File: config.mk
export PLATFORM = sky130hd
export DESIGN_NAME = div
export DESIGN_NICKNAME = d
export VERILOG_FILES = /design/src/rtl/div.sv
export SDC_FILE = /design/constraint.sdc
export NUM_CORES = 1
export LEC_CHECK = 0
export BUFFER_PORTS_ARGS = -buffer_cell sky130_fd_sc_hd__buf_2
export CAP_MARGIN = 20
export CORE_ASPECT_RATIO = 0.9
export CORE_MARGIN = 3
export CORE_UTILIZATION = 59
export DETAILED_ROUTE_END_ITERATION = 7
export PLACE_DENSITY = 0.81
export SLEW_MARGIN = 5
export SYNTH_ARGS = -nofsm -noshare
export SYNTH_HDL_FRONTEND = slang
export SYNTH_SLANG_ARGS = --single-unit
File: constraint.sdc
create_clock -name clk -period 4.35 [get_ports clk]
set_input_delay 0.87 -clock clk [delete_from_list [all_inputs] [get_ports clk]]
set_output_delay 0.87 -clock clk [all_outputs]
set_load 0.005 [all_outputs]
File: src/rtl/div.sv
// rtl/div.sv - 32-bit multicycle restoring divider (DIV/DIVU), result {HI=remainder, LO=quotient}.
// Optional feature macro: DIV_BY_ZERO_DETECT_EN (early zero result for a zero divisor).
module div (
    input  logic        clk,
    input  logic        rst,
    input  logic        signed_div_i,
    input  logic [31:0] opdata1_i,
    input  logic [31:0] opdata2_i,
    input  logic        start_i,
    input  logic        annul_i,
    output logic [63:0] result_o,
    output logic        ready_o
);

    typedef enum logic [1:0] {
        FREE,
        ON,
        END
`ifdef DIV_BY_ZERO_DETECT_EN
        , BYZERO
`endif
    } state_t;

    state_t      state;
    logic [5:0]  cnt;
    logic [64:0] work;
    logic [31:0] divisor;
    logic        neg_q;
    logic        neg_r;

    logic [31:0] op1_mag;
    logic [31:0] op2_mag;
    logic [32:0] div_temp;
    logic [31:0] quot;
    logic [31:0] rem;

    assign op1_mag  = (signed_div_i && opdata1_i[31]) ? (~opdata1_i + 32'd1) : opdata1_i;
    assign op2_mag  = (signed_div_i && opdata2_i[31]) ? (~opdata2_i + 32'd1) : opdata2_i;
    assign div_temp = {1'b0, work[63:32]} - {1'b0, divisor};
    // Quotient bits shift in at the bottom; the partial remainder lives in the top 32 bits.
    assign quot     = work[31:0];
    assign rem      = work[64:33];

    always_ff @(posedge clk) begin
        if (rst) begin
            state    <= FREE;
            cnt      <= 6'd0;
            work     <= 65'd0;
            divisor  <= 32'd0;
            neg_q    <= 1'b0;
            neg_r    <= 1'b0;
            ready_o  <= 1'b0;
            result_o <= 64'd0;
        end else begin
            case (state)
                FREE: begin
                    ready_o  <= 1'b0;
                    result_o <= 64'd0;
                    if (start_i && !annul_i) begin
`ifdef DIV_BY_ZERO_DETECT_EN
                        if (opdata2_i == 32'd0) state <= BYZERO; else
`endif
                        begin
                            // Sign flags are captured here so later operand changes cannot matter.
                            work    <= {32'd0, op1_mag, 1'b0};
                            divisor <= op2_mag;
                            neg_q   <= signed_div_i && (opdata1_i[31] ^ opdata2_i[31]);
                            neg_r   <= signed_div_i && opdata1_i[31];
                            cnt     <= 6'd0;
                            state   <= ON;
                        end
                    end
                end
`ifdef DIV_BY_ZERO_DETECT_EN
                BYZERO: begin
                    if (annul_i || !start_i) begin
                        state <= FREE;
                    end else begin
                        ready_o  <= 1'b1;
                        result_o <= 64'd0;
                        state    <= END;
                    end
                end
`endif
                ON: begin
                    if (annul_i || !start_i) begin
                        cnt   <= 6'd0;
                        state <= FREE;
                    end else if (cnt == 6'd32) begin
                        result_o[63:32] <= neg_r ? (~rem + 32'd1) : rem;
                        result_o[31:0]  <= neg_q ? (~quot + 32'd1) : quot;
                        ready_o         <= 1'b1;
                        cnt             <= 6'd0;
                        state           <= END;
                    end else begin
                        if (div_temp[32]) begin
                            work <= {work[63:0], 1'b0};
                        end else begin
                            work <= {div_temp[31:0], work[31:0], 1'b1};
                        end
                        cnt <= cnt + 6'd1;
                    end
                end
                END: begin
                    if (!start_i) begin
                        ready_o  <= 1'b0;
                        result_o <= 64'd0;
                        state    <= FREE;
                    end
                end
                default: begin
                    state <= FREE;
                end
            endcase
        end
    end

endmodule

Word-level counts from Yosys, hierarchy flattened
Cells that the tools add are included.
{ "word_totals": {"register_bits": 172, "output_inout_bits": 65, "word_cells": 69, "in_bits": 69} }
{ "op_classes": {"n_eq_ne": 9, "reduce_logical": 15, "bitwise_logic": 5, "mux": 26, "n_addsub": 6} }
{ "op_table": {"columns": ["cell", "count"], "rows": [
  ["$mux 65", 4],
  ["$mux 64", 3],
  ["$pmux 64 s3", 1],
  ["$pmux 65 s2", 1],
  ["$add 32x1->32 const B", 4],
  ["$mux 32", 4],
  ["$not 32->32", 4],
  ["$sub 32x32->33", 1],
  ["$mux 6", 3],
  ["$pmux 6 s2", 1],
  ["$ne 2x2->1 const B", 5],
  ["$mux 2", 4],
  ["$reduce_and 4->1", 2],
  ["$add 6x1->6 const B", 1],
  ["$eq 6x6->1 const B", 1],
  ["$pmux 2 s3", 1],
  ["$logic_and 1x1->1", 4],
  ["$reduce_and 2->1", 2],
  ["$mux 1", 3],
  ["$ne 3x3->1 const B", 1],
  ["$pmux 1 s3", 1],
  ["$reduce_and 3->1", 1],
  ["$reduce_bool 3->1", 1],
  ["$eq 2x1->1 const B", 1],
  ["other kinds (6)", 7]
]} }

Logic depth before layout (Yosys ltp)
Gate-level depths: netlist of run 1.
{ "logic_depth": {"ltp_word": 6, "ltp_mapped": 13} }

Worst setup path after synthesis of run 1
No wires, ideal clock.
{ "synth_timing": {"path_type": "input port to flip-flop", "startpoint": "input opdata2_i[4]", "endpoint": "register divisor[28]", "path_buffers": 0, "stages": 9, "slack_ns": 1.080, "t_required_ns": 4.218, "arrival_time_ns": 3.138, "cell_sequence": "or4_1 > nor4_2 > nand3_1 > or4_1 > nor4_2 > a21oi_1 > xor2_1 > nand2_1 > a21oi_1"} }
{ "synth_between": {"elab_chain_len": 3} }
{ "synth_rtl": {"columns": ["item", "line", "source"], "rows": [
  ["start, declared", "8", "input logic [31:0] opdata2_i,"],
  ["$not 32->32", "38", "assign op2_mag = (signed_div_i && opdata2_i[31]) ? (~opdata2_i + 32'd1) : opdata2_i;"],
  ["$add 32x1->32", "38", null],
  ["$mux 32", "38", null],
  ["end signal, assigned", "66", "divisor <= op2_mag;"],
  ["end, declared", "27", "logic [31:0] divisor;"]
]} }
Every way passes these cells.
A chain may end at the register's enable or synchronous reset.

Worst setup path after layout of run 1
{ "layout_timing": {"startpoint": "register work[32]", "endpoint": "register work[35]"} }
{ "layout_between": {"elab_chain_len": 5} }
{ "layout_rtl": {"columns": ["item", "line", "source"], "rows": [
  ["start, declared", "26", "logic [64:0] work;"],
  ["start signal, assigned", "65", "work <= {32'd0, op1_mag, 1'b0};"],
  ["start signal, assigned", "97", "work <= {work[63:0], 1'b0};"],
  ["start signal, assigned", "99", "work <= {div_temp[31:0], work[31:0], 1'b1};"],
  ["$sub 32x32->33", "39", "assign div_temp = {1'b0, work[63:32]} - {1'b0, divisor};"],
  ["$mux 65", "96", "if (div_temp[32]) begin"],
  ["$mux 65", "89", "end else if (cnt == 6'd32) begin"],
  ["$mux 65", "86", "if (annul_i || !start_i) begin"],
  ["$pmux 65 s2", "55", "case (state)"]
]} }
Every way passes these cells. The select of a mux whose other input is x is not followed.

==> metrics.cfg, run 1 <==
[clock_network]
cts_inserted_buffers=17
cts-resized-gates=0
root_buffer=clkbuf_16
cts_tree=yes
cts_max_path_buffers=2
postCtsSetupRepairBufs=0
cts_hold_repair.buffers=0
clk_pin_slew_ns=0.07
cts_sinks=172
clk_latency_ns=0.44
htree_levels=4

[final_layout]
nFillCells=1492
area_growth_pct=13.1
diodes=0
utilization=0.697
drive_above_1_share=0.141
mostFrequentLayoutCell=dfxtp_1
layout.nets=1554
fin_area_um2=12000
final_cell_mix=172 x dfxtp_1, 161 x nand2_1, 132 x buf_2

[synthesis]
synth_area_leaders=dfxtp_1 32%, xor2_1 6.2%, xnor2_1 6.1%, nand2_1 5.7%, o21ai_0 5.2%
syn-instance-count=1363
async_flop_share=0
syn-mean-instance-area_um2=7.78
synth_top_area_share=0.325
yosysUniqueCellTypes=61
yosys_warnings=0
ys_ff_latch=172
synth_edf_count=0
yosys.area.top_type=dfxtp_1
synth_area_um2=10600
yosysSeqAreaShare=0.325
syn_nets=1472
synth_top_flop_cell=dfxtp_1

[sta]
min_period_over_period=0.794
max_slew.worst_pin.slew_ns=1.09
setup_total_negative_slack_ns=0
slew_violations=0
rsz0062_at_grt=false
slew-limit-headroom=0.271
hold_viol=0
fmax_mhz=289
setup_violations=0
skew_ns=0.0200
fin_crit_ns=3.46

[worst_setup_path]
crit_type=reg2reg
worstSetupStartpointType=register
critical_path.max_fanout=35
critPathCaptureType=register
crit_arrival_ns=3.79
cp_data_required_time_ns=4.69

[global_routing]
grt_pass1_wl_um=45400
grt-ovfl-total=0
grt_max_degree=64
antenna_found_initial=0
grt_pass1_vias=8815
groute.usage.overall=0.279

[worst_hold_path]
hold_path_class=reg2reg

[route]
wl_per_cell_um=16.5
viasPerCell=6.01
num_vias=10200
ant_nets=0
drt_iter0_drc=1011
dr.pass1.iters=7
drc_errors=0
wirelength_um=28000

[pwr]
leakagePower_nw=4.86
max-vdd-ir-drop_uv=294
power.density_nw_per_um2=315
p_total_mw=3.78

[floorplan]
core_area_um2=17200
fp-row-count=45
die_area_um2=19600
die_y_um=133
die_w_um=147
initial_utilization=0.616
ios=134

[placement]
routabilityCongestion=0.893
dpl.hpwl_um=20900
post_dp_cell_area_um2=11400
port-buffer-count=133

[outcome]
status=completed

[job]
cap_violations=0

==> critical path, cell delays in order (launching register included) <==
cell and delay [ns]:
dfxtp_1 0.37, inv_1 0.08, ha_1 0.22, fa_1 0.39, nand2b_1 0.19, a21o_1 0.21
a211oi_1 0.44, o211ai_1 0.21, a21oi_1 0.28, o22ai_4 0.28, buf_4 0.30, nand2_1 0.07
o21ai_0 0.08, a22o_2 0.23
==> layer usage <==
layer  vias to the layer above  track usage  part of all wire
met5                         -            0                 0
met4                         0       0.0543            0.0081
met3                        22       0.0656              0.11
met2                       418        0.369              0.39
met1                      4693        0.453              0.49
li1                       5038            -                 -
==> path summary, 6_finish.rpt <==
path,slack (ns),cells past startpoint,start,to
max reg2reg,0.89,13,work[32],work[35]
max,0.89,13,work[32],work[35]
min,0.45,2,divisor[17],divisor[17]
min reg2reg,0.45,2,divisor[17],divisor[17]
==> where the power goes <==
part	internal [mW]	total, mW	switching (mW)
logic	0.226	0.579	0.353
clock network	0.820	1.53	0.710
registers	1.61	1.67	0.0548
==> synthesized netlist by cell type, drive strengths merged (2+ instances only) <==
cell type,instances
o211ai,6
a31oi,7
xnor2,74
o21ai,113
a21oi,109
nor4,8
a21o,14
a221oi,5
inv,65
nand4,10
o21a,4
o221ai,26
dfxtp,172
nor2b,6
a22oi,41
a211oi,32
nand2,161
or3,15
a32oi,6
and3,4
nor3b,3
nand2b,13
nand3,14
o22ai,2
ha,39
xor2,75
nor3,18
mux2i,2
a311oi,4
and2,4
or2,6
o31ai,27
or4,20
nand3b,4
nor2,128
o21bai,2
o41ai,16
clkbuf,83
a22o,14
==> registers in the layout (all words and copies together), names as in the netlist <==
| signal | flops |
|---|---|
| result_o | 64 |
| cnt | 6 |
| ready_o | 1 |
| state | 2 |
| divisor | 32 |
| work | 65 |
| neg_r | 1 |
| neg_q | 1 |
==> logic make-up (layout without fill, tap and decap cells) <==
kind of cell | Yosys count | after routing | synth area share
compound gates | 433 | 433 | 0.266
simple gates | 418 | 418 | 0.183
flops | 172 | 172 | 0.325
xor+xnor | 149 | 149 | 0.123
buf+inv | 148 | 243 | 0.0524
fa+ha+maj | 40 | 40 | 0.0479
mux | 3 | 3 | 0.00295
==> final cells by class <==
| type | instances | area (um^2) | share of cell area |
|---|---|---|---|
| multi-input combinational | 1043 | 6660 | 0.555 |
| clock buffer | 17 | 425 | 0.0354 |
| clock inverter | 15 | 174 | 0.0145 |
| timing repair buffer | 146 | 766 | 0.0638 |
| tap | 235 | 294 | 0.0245 |
| sequential | 172 | 3440 | 0.287 |
| inverter | 65 | 244 | 0.0203 |
==> metrics by stage <==
stage	std cells	setup slack (ns)	hold slack, ns
after floorplan	1363	1.08	0.432
after global placement	1661	0.770	0.429
after detailed placement	1661	0.697	0.442
after CTS	1693	0.921	0.456
after global routing	1693	0.676	0.475
final	1693	0.894	0.452
(Power assumes the default switching activity.)
==> run 2, diff against run 1 <==
clock period = 3.2 ns   (was 4.35 ns; I/O delays follow)
==> metrics.cfg, run 2 (synthesis gave the netlist of run 1 again) <==
[sta]
slew-limit-headroom=0.438  ; +0.167
fin_crit_ns=3.01  ; -0.444 ns
slew_violations=0  ; unchanged
hold_ws_ns=0.448  ; -0.00396 ns
hold_viol=0  ; unchanged
fin_ws_ns=0.189  ; -0.706 ns
min_period_over_period=0.941  ; +0.147
setup_violations=0  ; unchanged
fmax_mhz=332  ; +15%
max_slew.worst_pin.slew_ns=0.842  ; -0.250 ns
rsz0062_at_grt=false
skew_ns=0.0107  ; -0.00932 ns

[final_layout]
largest_reg_flops=65  ; unchanged
stdcell_count=1744  ; +3.0%
largest_register=work
mostFrequentLayoutCell=dfxtp_1
top_regs=work (65), result_o (64), divisor (32)
area_growth_pct=16.8
nFillCells=1416  ; -5.1%
diodes=0  ; unchanged
drive_above_1_share=0.172  ; +0.0317
utilization=0.719  ; +0.0225
seq_area_um2=3450  ; about the same
multi_input_area_um2=6670  ; +0.23%
final_cell_mix=170 x dfxtp_1, 161 x nand2_1, 132 x buf_2
layout.nets=1605  ; +3.3%

[clock_network]
clk_latency_ns=0.44  ; about the same
cts_inserted_buffers=17  ; unchanged
cts_hold_repair.buffers=0  ; unchanged
cts_max_path_buffers=2  ; unchanged
cts_sinks=172  ; unchanged
cts_tree=yes
clk_pin_slew_ns=0.07  ; about the same
htree_levels=4  ; unchanged
root_buffer=clkbuf_16

[pwr]
p_int_mw=3.56  ; +34%
seq_power_share=0.442  ; about the same
max-vdd-ir-drop_uv=359  ; +22%
swShare=0.302  ; +0.00592
clkPwrFrac=0.393  ; -0.012
power.density_nw_per_um2=411  ; +31%
leakagePower_nw=5.11  ; +5.2%
switchingPower_mw=1.54  ; +38%
pwr-share-comb=0.165  ; +0.012

[placement]
place_ws_ns=-0.0129  ; -0.710 ns
port-buffer-count=133  ; unchanged
routabilityCongestion=0.972  ; +8.9%
dpl.hpwl_um=21900  ; +4.7%
dp.cells=1709  ; +2.9%

[worst_setup_path]
cp_data_required_time_ns=3.51  ; -1.18 ns
crit_type=reg2reg
cp-startpoint=work[2]
cp-endpoint=result_o[29]
reg2reg_from=work[2]
crit_arrival_ns=3.32  ; -0.47 ns
critical_path.max_fanout=4  ; -89%
rrSetupSlack_ns=0.19  ; -0.71 ns
worstSetupStartpointType=register
ff2ff_path_depth=8  ; -5
r2r-end=result_o[29]
critPathCaptureType=register

[floorplan]
fp-row-count=45  ; unchanged
die_area_um2=19600  ; unchanged
die_w_um=147  ; unchanged
initial_utilization=0.616  ; unchanged
ios=134  ; unchanged
core_area_um2=17200  ; unchanged
die_y_um=133  ; unchanged

[route]
dr.pass1.iters=6  ; -1
wirelength_um=29200  ; +4.2%
ant_nets=0  ; unchanged
wl_met3_um=3420  ; +15%
route.met2.wl_um=11300  ; +2.4%
num_vias=10500  ; +3.5%
wl_per_cell_um=16.7  ; +1.2%
dr.max_layer_used=met4
met1Wirelength_um=14200  ; +2.7%
drc_errors=0  ; unchanged
drt_iter0_drc=1174  ; +16%
viasPerCell=6.04  ; +0.47%

[global_routing]
grt_pass1_vias=9130  ; +3.6%
antenna_found_initial=0  ; unchanged
groute.usage.overall=0.291  ; +0.0121
grt_max_degree=77  ; +20%
grt-ovfl-total=0  ; unchanged
grt_pass1_wl_um=47000  ; +3.4%

[worst_hold_path]
hold_path_class=reg2reg

[job]
cap_violations=0  ; unchanged

[outcome]
status=completed

run 2: what timing repair did:
action / in CTS / in global routing
pin swaps: 0 / 2
buffers inserted: 0 / 3
setup endpoints to repair: 1 / 28
gates resized for setup: 1 / 5
cloned: 0 / 0
run 2: layout make-up:
cell class              instances  share of cell area
well taps                     235              0.0237
flip-flops and latches        172               0.278
repair buffers                197              0.0937
clock buffers                  17              0.0343
multi-input cells            1043               0.538
inverters                      65              0.0197
clock inverters                15              0.0120
run 2: worst min path at each step:
stage	slack (ns)	cells after the start	startpoint	endpoint
5_1_grt	0.48	2	result_o[57]	result_o[57]
6_report	0.45	2	result_o[43]	result_o[43]
3_5_place_dp	0.44	2	result_o[48]	result_o[48]
4_1_cts	0.45	2	result_o[62]	result_o[62]
3_3_place_gp	0.43	2	result_o[48]	result_o[48]
2_1_floorplan	0.43	2	divisor[17]	divisor[17]
run 2: power by group through the flow:
stage | logic, mW | clock network (mW) | registers [mW]
floorplan | 0.568 | 0 | 2.28
global placement | 0.799 | 0 | 2.30
detailed placement | 0.813 | 0 | 2.30
CTS | 0.820 | 2.02 | 2.25
global route | 0.927 | 2.13 | 2.26
finish | 0.842 | 2.00 | 2.25
run 2: critical path: stages (launching register included):
cell	delay (ns)
dfxtp_1	0.34
nor3_4	0.30
nand3_1	0.19
or3_1	0.44
or3_1	0.43
or4_1	0.62
o31ai_1	0.30
xor2_1	0.18
o21ai_0	0.09
run 2: metal layers:
layer	vias to the layer above	global-route usage
met5	-	0
met4	0	0.0719
met3	28	0.0704
met2	532	0.376
met1	4803	0.473
li1	5164	-
run 2: per-stage QoR:
stage | power, mW | setup TNS, ns | instance area (um^2)
after global routing | 5.31 | 0 | 12400
after detailed placement | 3.11 | -0.0129 | 11800
after CTS | 5.09 | 0 | 12400
after global placement | 3.09 | 0 | 11800
final | 5.10 | 0 | 12400
after floorplan | 2.85 | 0 | 10600
